File: src/rtl/ex_unit_pkg.sv
// Shared definitions for the execute stage: opcode and result-class encodings,
// divide FSM states and common constants.
package ex_unit_pkg;

  localparam logic        RstEnable    = 1'b1;
  localparam logic        WriteEnable  = 1'b1;
  localparam logic        WriteDisable = 1'b0;
  localparam logic [31:0] ZeroWord     = 32'h0000_0000;

  typedef logic [7:0] aluop_t;
  typedef logic [2:0] alusel_t;

  localparam aluop_t EXE_NOP_OP   = 8'h00;
  localparam aluop_t EXE_AND_OP   = 8'h24;
  localparam aluop_t EXE_OR_OP    = 8'h25;
  localparam aluop_t EXE_XOR_OP   = 8'h26;
  localparam aluop_t EXE_NOR_OP   = 8'h27;
  localparam aluop_t EXE_SLL_OP   = 8'h7C;
  localparam aluop_t EXE_SRL_OP   = 8'h02;
  localparam aluop_t EXE_SRA_OP   = 8'h03;
  localparam aluop_t EXE_SLT_OP   = 8'h2A;
  localparam aluop_t EXE_SLTU_OP  = 8'h2B;
  localparam aluop_t EXE_ADD_OP   = 8'h20;
  localparam aluop_t EXE_ADDU_OP  = 8'h21;
  localparam aluop_t EXE_SUB_OP   = 8'h22;
  localparam aluop_t EXE_SUBU_OP  = 8'h23;
  localparam aluop_t EXE_MULT_OP  = 8'h18;
  localparam aluop_t EXE_MULTU_OP = 8'h19;
  localparam aluop_t EXE_DIV_OP   = 8'h1A;
  localparam aluop_t EXE_DIVU_OP  = 8'h1B;

  localparam alusel_t RES_NOP   = 3'b000;
  localparam alusel_t RES_LOGIC = 3'b001;
  localparam alusel_t RES_SHIFT = 3'b010;
  localparam alusel_t RES_ARITH = 3'b100;

  typedef enum logic [1:0] {
    IDLE     = 2'b00,
    DIV_ON   = 2'b01,
    DIV_ZERO = 2'b10,
    DIV_END  = 2'b11
  } div_state_e;

  function automatic logic is_div_op(input aluop_t op);
    return (op == EXE_DIV_OP) || (op == EXE_DIVU_OP);
  endfunction

endpackage

File: src/rtl/ex_unit_div_iter.sv
// Iterative radix-2 restoring divider: one quotient bit per cycle on operand
// magnitudes latched at start, with sign fix-up applied to the final result.
module div_iter
  import ex_unit_pkg::*;
#(
  parameter int WIDTH = 32
) (
  input  logic               clk,
  input  logic               rst,
  input  logic               start,
  input  logic               signed_div,
  input  logic [WIDTH-1:0]   op1,
  input  logic [WIDTH-1:0]   op2,
  input  logic               annul,
  output logic [2*WIDTH-1:0] result,
  output logic               ready,
  output logic               busy
);

  localparam int               CNT_W     = $clog2(WIDTH);
  localparam logic [CNT_W-1:0] LAST_ITER = CNT_W'(WIDTH - 1);
  localparam logic [CNT_W-1:0] CNT_ONE   = {{(CNT_W-1){1'b0}}, 1'b1};
  localparam logic [WIDTH-1:0] ZERO_W    = {WIDTH{1'b0}};
  localparam logic [WIDTH-1:0] ONE_W     = {{(WIDTH-1){1'b0}}, 1'b1};

  div_state_e       state_r;
  div_state_e       state_next_s;
  logic [CNT_W-1:0] cnt_r;
  logic [WIDTH-1:0] quo_r;
  logic [WIDTH-1:0] rem_r;
  logic [WIDTH-1:0] dvsr_r;
  logic             neg_quo_r;
  logic             neg_rem_r;
  logic [WIDTH-1:0] op1_mag_s;
  logic [WIDTH-1:0] op2_mag_s;
  logic             op2_zero_s;
  logic [WIDTH:0]   shifted_s;
  logic [WIDTH:0]   diff_s;
  logic             fits_s;
  logic [WIDTH-1:0] quo_fix_s;
  logic [WIDTH-1:0] rem_fix_s;

  assign op1_mag_s  = (signed_div && op1[WIDTH-1]) ? (~op1 + ONE_W) : op1;
  assign op2_mag_s  = (signed_div && op2[WIDTH-1]) ? (~op2 + ONE_W) : op2;
  assign op2_zero_s = (op2 == ZERO_W);

  // Partial remainder shifted left with the next dividend bit, then trial subtract.
  assign shifted_s = {rem_r, quo_r[WIDTH-1]};
  assign diff_s    = shifted_s - {1'b0, dvsr_r};
  assign fits_s    = (shifted_s >= {1'b0, dvsr_r});

  assign quo_fix_s = neg_quo_r ? (~quo_r + ONE_W) : quo_r;
  assign rem_fix_s = neg_rem_r ? (~rem_r + ONE_W) : rem_r;

  // FSM state register
  always_ff @(posedge clk) begin
    if (rst == RstEnable) begin
      state_r <= IDLE;
    end else begin
      state_r <= state_next_s;
    end
  end

  // FSM next-state logic
  always_comb begin
    state_next_s = state_r;
    if (annul) begin
      state_next_s = IDLE;
    end else begin
      case (state_r)
        IDLE: begin
          if (start) begin
            state_next_s = op2_zero_s ? DIV_ZERO : DIV_ON;
          end else begin
            state_next_s = IDLE;
          end
        end
        DIV_ON: begin
          if (cnt_r == LAST_ITER) begin
            state_next_s = DIV_END;
          end else begin
            state_next_s = DIV_ON;
          end
        end
        DIV_ZERO: state_next_s = DIV_END;
        DIV_END:  state_next_s = IDLE;
        default:  state_next_s = IDLE;
      endcase
    end
  end

  // FSM outputs
  always_comb begin
    ready  = 1'b0;
    busy   = 1'b0;
    result = {(2*WIDTH){1'b0}};
    case (state_r)
      DIV_ON, DIV_ZERO: busy = 1'b1;
      DIV_END: begin
        ready  = 1'b1;
        result = {rem_fix_s, quo_fix_s};
      end
      default: begin
        ready = 1'b0;
        busy  = 1'b0;
      end
    endcase
  end

  // Divide datapath: latch magnitudes and signs at start, then shift/subtract
  always_ff @(posedge clk) begin
    if (rst == RstEnable) begin
      cnt_r     <= {CNT_W{1'b0}};
      quo_r     <= ZERO_W;
      rem_r     <= ZERO_W;
      dvsr_r    <= ZERO_W;
      neg_quo_r <= 1'b0;
      neg_rem_r <= 1'b0;
    end else if ((state_r == IDLE) && start && !annul) begin
      cnt_r     <= {CNT_W{1'b0}};
      quo_r     <= op2_zero_s ? ZERO_W : op1_mag_s;
      rem_r     <= ZERO_W;
      dvsr_r    <= op2_mag_s;
      neg_quo_r <= signed_div && !op2_zero_s && (op1[WIDTH-1] ^ op2[WIDTH-1]);
      neg_rem_r <= signed_div && !op2_zero_s && op1[WIDTH-1];
    end else if ((state_r == DIV_ON) && !annul) begin
      cnt_r <= cnt_r + CNT_ONE;
      if (fits_s) begin
        rem_r <= diff_s[WIDTH-1:0];
        quo_r <= {quo_r[WIDTH-2:0], 1'b1};
      end else begin
        rem_r <= shifted_s[WIDTH-1:0];
        quo_r <= {quo_r[WIDTH-2:0], 1'b0};
      end
    end else begin
      cnt_r <= cnt_r;
    end
  end

endmodule

File: src/rtl/ex_unit.sv
// MIPS execute stage: single-cycle logic/shift/arith/compare/multiply units and
// an iterative divider that holds the pipeline through stallreq_o.
module ex_unit
  import ex_unit_pkg::*;
#(
  parameter int WIDTH      = 32,
  parameter int REG_ADDR_W = 5,
  parameter int ALUOP_W    = 8,
  parameter int ALUSEL_W   = 3
) (
  input  logic                  clk,
  input  logic                  rst,
  input  logic                  flush_i,
  input  logic [ALUOP_W-1:0]    aluop_i,
  input  logic [ALUSEL_W-1:0]   alusel_i,
  input  logic [WIDTH-1:0]      reg1_i,
  input  logic [WIDTH-1:0]      reg2_i,
  input  logic [REG_ADDR_W-1:0] wd_i,
  input  logic                  wreg_i,
  output logic [REG_ADDR_W-1:0] wd_o,
  output logic                  wreg_o,
  output logic [WIDTH-1:0]      wdata_o,
  output logic                  whilo_o,
  output logic [WIDTH-1:0]      hi_o,
  output logic [WIDTH-1:0]      lo_o,
  output logic                  stallreq_o
);

  localparam int               SHAMT_W = $clog2(WIDTH);
  localparam int               MSB     = WIDTH - 1;
  localparam logic [WIDTH-1:0] ZERO_W  = WIDTH'(ZeroWord);

  aluop_t               op_s;
  alusel_t              sel_s;
  logic [SHAMT_W-1:0]   shamt_s;
  logic [WIDTH-1:0]     logic_res_s;
  logic [WIDTH-1:0]     shift_res_s;
  logic [WIDTH-1:0]     arith_res_s;
  logic [WIDTH-1:0]     sel_res_s;
  logic [WIDTH-1:0]     sum_s;
  logic [WIDTH-1:0]     diff_s;
  logic                 add_ovf_s;
  logic                 sub_ovf_s;
  logic                 ovf_s;
  logic                 slt_s;
  logic                 sltu_s;
  logic                 is_mult_s;
  logic                 mul_signed_s;
  logic [2*WIDTH-1:0]   mul_a_s;
  logic [2*WIDTH-1:0]   mul_b_s;
  logic [2*WIDTH-1:0]   prod_s;
  logic                 div_req_s;
  logic [2*WIDTH-1:0]   div_result_s;
  logic                 div_ready_s;
  logic                 div_busy_s;

  assign op_s    = aluop_t'(aluop_i);
  assign sel_s   = alusel_t'(alusel_i);
  assign shamt_s = reg1_i[SHAMT_W-1:0];

  assign sum_s     = reg1_i + reg2_i;
  assign diff_s    = reg1_i - reg2_i;
  assign add_ovf_s = (reg1_i[MSB] == reg2_i[MSB]) && (sum_s[MSB] != reg1_i[MSB]);
  assign sub_ovf_s = (reg1_i[MSB] != reg2_i[MSB]) && (diff_s[MSB] != reg1_i[MSB]);
  assign slt_s     = $signed(reg1_i) < $signed(reg2_i);
  assign sltu_s    = reg1_i < reg2_i;

  // One 2W-bit multiplier serves both forms: operands are sign- or zero-extended.
  assign is_mult_s    = (op_s == EXE_MULT_OP) || (op_s == EXE_MULTU_OP);
  assign mul_signed_s = (op_s == EXE_MULT_OP);
  assign mul_a_s      = {{WIDTH{mul_signed_s & reg1_i[MSB]}}, reg1_i};
  assign mul_b_s      = {{WIDTH{mul_signed_s & reg2_i[MSB]}}, reg2_i};
  assign prod_s       = mul_a_s * mul_b_s;

  assign div_req_s = is_div_op(op_s) && !flush_i;

  div_iter #(
    .WIDTH (WIDTH)
  ) u_div_iter (
    .clk        (clk),
    .rst        (rst),
    .start      (div_req_s),
    .signed_div (op_s == EXE_DIV_OP),
    .op1        (reg1_i),
    .op2        (reg2_i),
    .annul      (flush_i),
    .result     (div_result_s),
    .ready      (div_ready_s),
    .busy       (div_busy_s)
  );

  // Logic unit
  always_comb begin
    logic_res_s = ZERO_W;
    case (op_s)
      EXE_OR_OP:  logic_res_s = reg1_i | reg2_i;
      EXE_AND_OP: logic_res_s = reg1_i & reg2_i;
      EXE_XOR_OP: logic_res_s = reg1_i ^ reg2_i;
      EXE_NOR_OP: logic_res_s = ~(reg1_i | reg2_i);
      default:    logic_res_s = ZERO_W;
    endcase
  end

  // Barrel shifter
  always_comb begin
    shift_res_s = ZERO_W;
    case (op_s)
      EXE_SLL_OP: shift_res_s = reg2_i << shamt_s;
      EXE_SRL_OP: shift_res_s = reg2_i >> shamt_s;
      EXE_SRA_OP: shift_res_s = $signed(reg2_i) >>> shamt_s;
      default:    shift_res_s = ZERO_W;
    endcase
  end

  // Adder, compare and overflow detection
  always_comb begin
    arith_res_s = ZERO_W;
    ovf_s       = 1'b0;
    case (op_s)
      EXE_ADD_OP: begin
        arith_res_s = sum_s;
        ovf_s       = add_ovf_s;
      end
      EXE_ADDU_OP: arith_res_s = sum_s;
      EXE_SUB_OP: begin
        arith_res_s = diff_s;
        ovf_s       = sub_ovf_s;
      end
      EXE_SUBU_OP: arith_res_s = diff_s;
      EXE_SLT_OP:  arith_res_s = {{(WIDTH-1){1'b0}}, slt_s};
      EXE_SLTU_OP: arith_res_s = {{(WIDTH-1){1'b0}}, sltu_s};
      default: begin
        arith_res_s = ZERO_W;
        ovf_s       = 1'b0;
      end
    endcase
  end

  // Result-class select
  always_comb begin
    sel_res_s = ZERO_W;
    case (sel_s)
      RES_LOGIC: sel_res_s = logic_res_s;
      RES_SHIFT: sel_res_s = shift_res_s;
      RES_ARITH: sel_res_s = arith_res_s;
      default:   sel_res_s = ZERO_W;
    endcase
  end

  // Stage outputs; everything is held at zero while reset is asserted
  always_comb begin
    wd_o       = {REG_ADDR_W{1'b0}};
    wreg_o     = 1'b0;
    wdata_o    = ZERO_W;
    whilo_o    = WriteDisable;
    hi_o       = ZERO_W;
    lo_o       = ZERO_W;
    stallreq_o = 1'b0;
    if (rst == RstEnable) begin
      stallreq_o = 1'b0;
    end else begin
      wd_o       = wd_i;
      wreg_o     = wreg_i & ~ovf_s;
      stallreq_o = (div_req_s && !div_ready_s) || div_busy_s;
      if (div_busy_s) begin
        wdata_o = ZERO_W;
      end else begin
        wdata_o = sel_res_s;
      end
      if (is_mult_s) begin
        whilo_o = WriteEnable;
        hi_o    = prod_s[2*WIDTH-1:WIDTH];
        lo_o    = prod_s[WIDTH-1:0];
      end else if (div_ready_s && !flush_i) begin
        whilo_o = WriteEnable;
        hi_o    = div_result_s[2*WIDTH-1:WIDTH];
        lo_o    = div_result_s[WIDTH-1:0];
      end else begin
        whilo_o = WriteDisable;
      end
    end
  end

endmodule

File: config.mk
export PLATFORM = sky130hd
export DESIGN_NAME = ex_unit
export DESIGN_NICKNAME = d
export VERILOG_FILES = /design/src/rtl/ex_unit_pkg.sv /design/src/rtl/ex_unit_div_iter.sv /design/src/rtl/ex_unit.sv
export SDC_FILE = /design/constraint.sdc
export NUM_CORES = 2
export LEC_CHECK = 0
export ABC_CLOCK_PERIOD_IN_PS = 18200
export BUFFER_PORTS_ARGS = -buffer_cell sky130_fd_sc_hd__buf_2
export CAP_MARGIN = 20
export CORE_ASPECT_RATIO = 0.7
export CORE_UTILIZATION = 60
export DETAILED_ROUTE_END_ITERATION = 8
export PLACE_DENSITY = 0.77
export SLEW_MARGIN = 40
export SYNTH_ARGS = -nofsm -noshare
export SYNTH_HDL_FRONTEND = slang
export SYNTH_SLANG_ARGS = --single-unit
export TNS_END_PERCENT = 5
File: constraint.sdc
create_clock -name clk -period 18.2 [get_ports clk]
set_clock_uncertainty 0.2 [all_clocks]
set_input_delay 0 -clock clk [delete_from_list [all_inputs] [get_ports clk]]
set_output_delay 0 -clock clk [all_outputs]
set_load 0.005 [all_outputs]
==> metrics.txt <==
fin crit share 59.1%; First DRT Iteration DRCs 7462; register area 2100 sq um; flop and latch count out of synthesis 105; Pre-Repair DR Iteration Count 9; reg2reg start u_div_iter.rem_r[4]$_SDFFE_PP0P_; # clock sinks 105; vias in the first global route 51400; GR Overflow Total 0; Total Routing Usage GR 47.4%; min-delay worst type input port to flop; WP data required 18.00 ns; Max Root-Sink Buffers 2; top cells by instance count after synthesis inv_1 (1281), fa_1 (1128), nand2_1 (1001); Critical R2R Capture u_div_iter.rem_r[13]$_SDFFE_PP0P_; top fanout value on the critical path 30; DR WL/cell 27.4 um; dominant cell type by area after synthesis fa_1; max cap viols 0; Ys Warns 0; initial core utilization 60.9%; Synth cell types 90; failing checks DRC; Slew Limit Fails 0; Reg2Reg Setup Slack 14.25 ns; run status complete, but fails checks; post-DP HPWL 167000 um; Synth Flop Type dfxtp_1; Core Area 90600 sq um; first-pass GRT wire length 327000 um; Slowest-stage cell, CP fa_1; P&R area growth vs syn 3.92%; Ports 188; Post-Synthesis Cells 6847; RSZ-0062 raised after global routing no; syn nets 8410; via count 51200; GP Congestion 1.15; Max H-tree Level 3; Hold Path End u_div_iter.dvsr_r[2]$_SDFFE_PP0P_; Post-Synthesis Cell Area 55200 sq um; most used cell, CP fa_1; Clock Tree Root clkbuf_16; hold path start reg2_i[2]; clock-pin slew on the worst setup and hold paths 0.08 ns; Rel. slew slack 31.9%; Clk Latency, worst-skew pair 0.38 ns; TNS Setup 0 ns; Post-synth EDFFs 0; Antenna Nets Post-Route 0; initial antenna violation count 15; Final #Nets 8277; top-count cell post-synth inv_1; Die X 365 um; ys async rst share 0%; Multi-input gate area 46600 sq um; routed wire length 218000 um; Fillers 7955; Avg Synthesized Cell Area 8.06 sq um; CP startpoint kind input port; DRC 2; Hold Vio Cnt, Final 0; post-DR vias/cell 6.44; Setup Viol. Count Final 0; Seq/Total Area, Yosys 3.81%; fin crit period 10.76 ns; IO buf count 187; measured slew at the worst slew-check pin 1.01 ns; die height 256 um; CTS tree built; FF-to-FF path depth 12; nature of the critical path endpoint output pin; CTS buffer count 9; die area 93200 sq um; crit path DAT 10.56 ns; largest net degree at the start of global routing 85; hold depth 4; Yosys top cell area share 40.9%; Rows 92; share of post-route cells with drive strength above 1 6.38%; achievable frequency 92.9 MHz; # Post-CTS Setup Buffers 0; critical path class input port to output pin; synth top area cells fa_1 (41%), inv_1 (8.7%), ha_1 (8.0%); post-CTS resize count 0; CP max stage delay 0.86 ns
==> through the flow <==
step                std cells  cell area [sq um]  utilization, %  setup WS (ns)  hold WS [ns]
floorplan                6847              55200               -           9.71        -0.121
global placement         7916              56900            62.8           7.60        0.0794
detailed placement       7916              56900            62.8           7.51        0.0791
CTS                      7941              57300            63.3           7.52       0.00786
global route             7945              57400            63.3           6.94        0.0117
finish                   7948              57400            63.3           7.44        0.0310
==> worst max-delay path by stage <==
stage | startpoint | end | slack, ns | cells after the start
after detailed placement | reg1_i[31] | hi_o[31] | 7.51 | 33
after floorplan | aluop_i[2] | hi_o[31] | 9.71 | 31
after global routing | reg1_i[31] | hi_o[31] | 6.94 | 33
final | reg1_i[31] | hi_o[31] | 7.44 | 33
after global placement | reg1_i[31] | hi_o[30] | 7.60 | 30
after CTS | reg1_i[31] | hi_o[31] | 7.52 | 33
==> flip-flops by register name, summed over array words and instances, names as in the netlist <==
signal,count
u_div_iter.dvsr_r,32
u_div_iter.quo_r,32
u_div_iter.rem_r,32
u_div_iter.cnt_r,5
u_div_iter.state_r,2
u_div_iter.neg_quo_r,1
u_div_iter.neg_rem_r,1
==> cell usage in the layout (no fill, tap or decap), types with 21 or more instances in the layout <==
cell,n
inv_1,1278
fa_1,1128
nand2_1,1001
nor2_1,649
ha_1,351
a21oi_1,291
o21ai_0,251
xnor2_1,197
buf_2,180
buf_4,119
dfxtp_1,104
nor3_1,86
xor2_1,76
mux2i_1,75
a211oi_1,75
a21o_1,55
o31ai_1,48
nand3_1,47
o22ai_1,44
a22oi_1,39
mux4_2,38
a31oi_1,35
o211ai_1,34
nand2b_1,32
and2_1,28
o21a_1,27
or3_1,26
nand4_1,26
a221oi_1,23
nor2b_1,21
o21bai_1,21
==> final cells by class <==
type,count,share of cell area [%]
Clock buffer,9,0.393
Multi-Input combinational cell,4987,81.3
Antenna cell,7,0.0305
Sequential cell,105,3.67
Clock inverter,7,0.140
Tap cell,1222,2.67
Inverter,1300,8.51
Timing Repair Buffer,311,3.34
==> what timing repair did <==
action | in CTS | in global routing
setup endpoints to repair | 0 | 0
endpoints found under the hold margin | 40 | 0
hold buffers | 9 | 0
==> logic make-up after synthesis <==
| logic type | synth area share (%) |
|---|---|
| AND/OR/NAND/NOR | 15.6 |
| buffers and inverters | 12.0 |
| adder cells (fa/ha/maj) | 48.9 |
| flip-flops | 3.81 |
| XOR/XNOR | 4.35 |
| AO/OA/AOI/OAI | 12.4 |
| multiplexers | 3.07 |
==> worst max-delay path: cells and delay by family <==
kind / cells / cell delay (ns)
adders and majority gates: 9 / 4.66
buffers and inverters: 12 / 3.18
and+or+nand+nor: 6 / 1.69
AOI/OAI and AO/OA: 5 / 0.84
xor gates and xnor gates: 1 / 0.13
==> per-layer routing <==
layer,up-vias,part of all wire (%),track usage (%)
met4,12,7.3,26.3
li1,21100,-,-
met5,-,0.052,0
met3,872,17,20.0
met2,4234,39,63.9
met1,24900,37,63.9
Power is left out: the tool's default activity adds up to more than one toggle a clock period on the data nets, which glitch-free logic cannot reach.
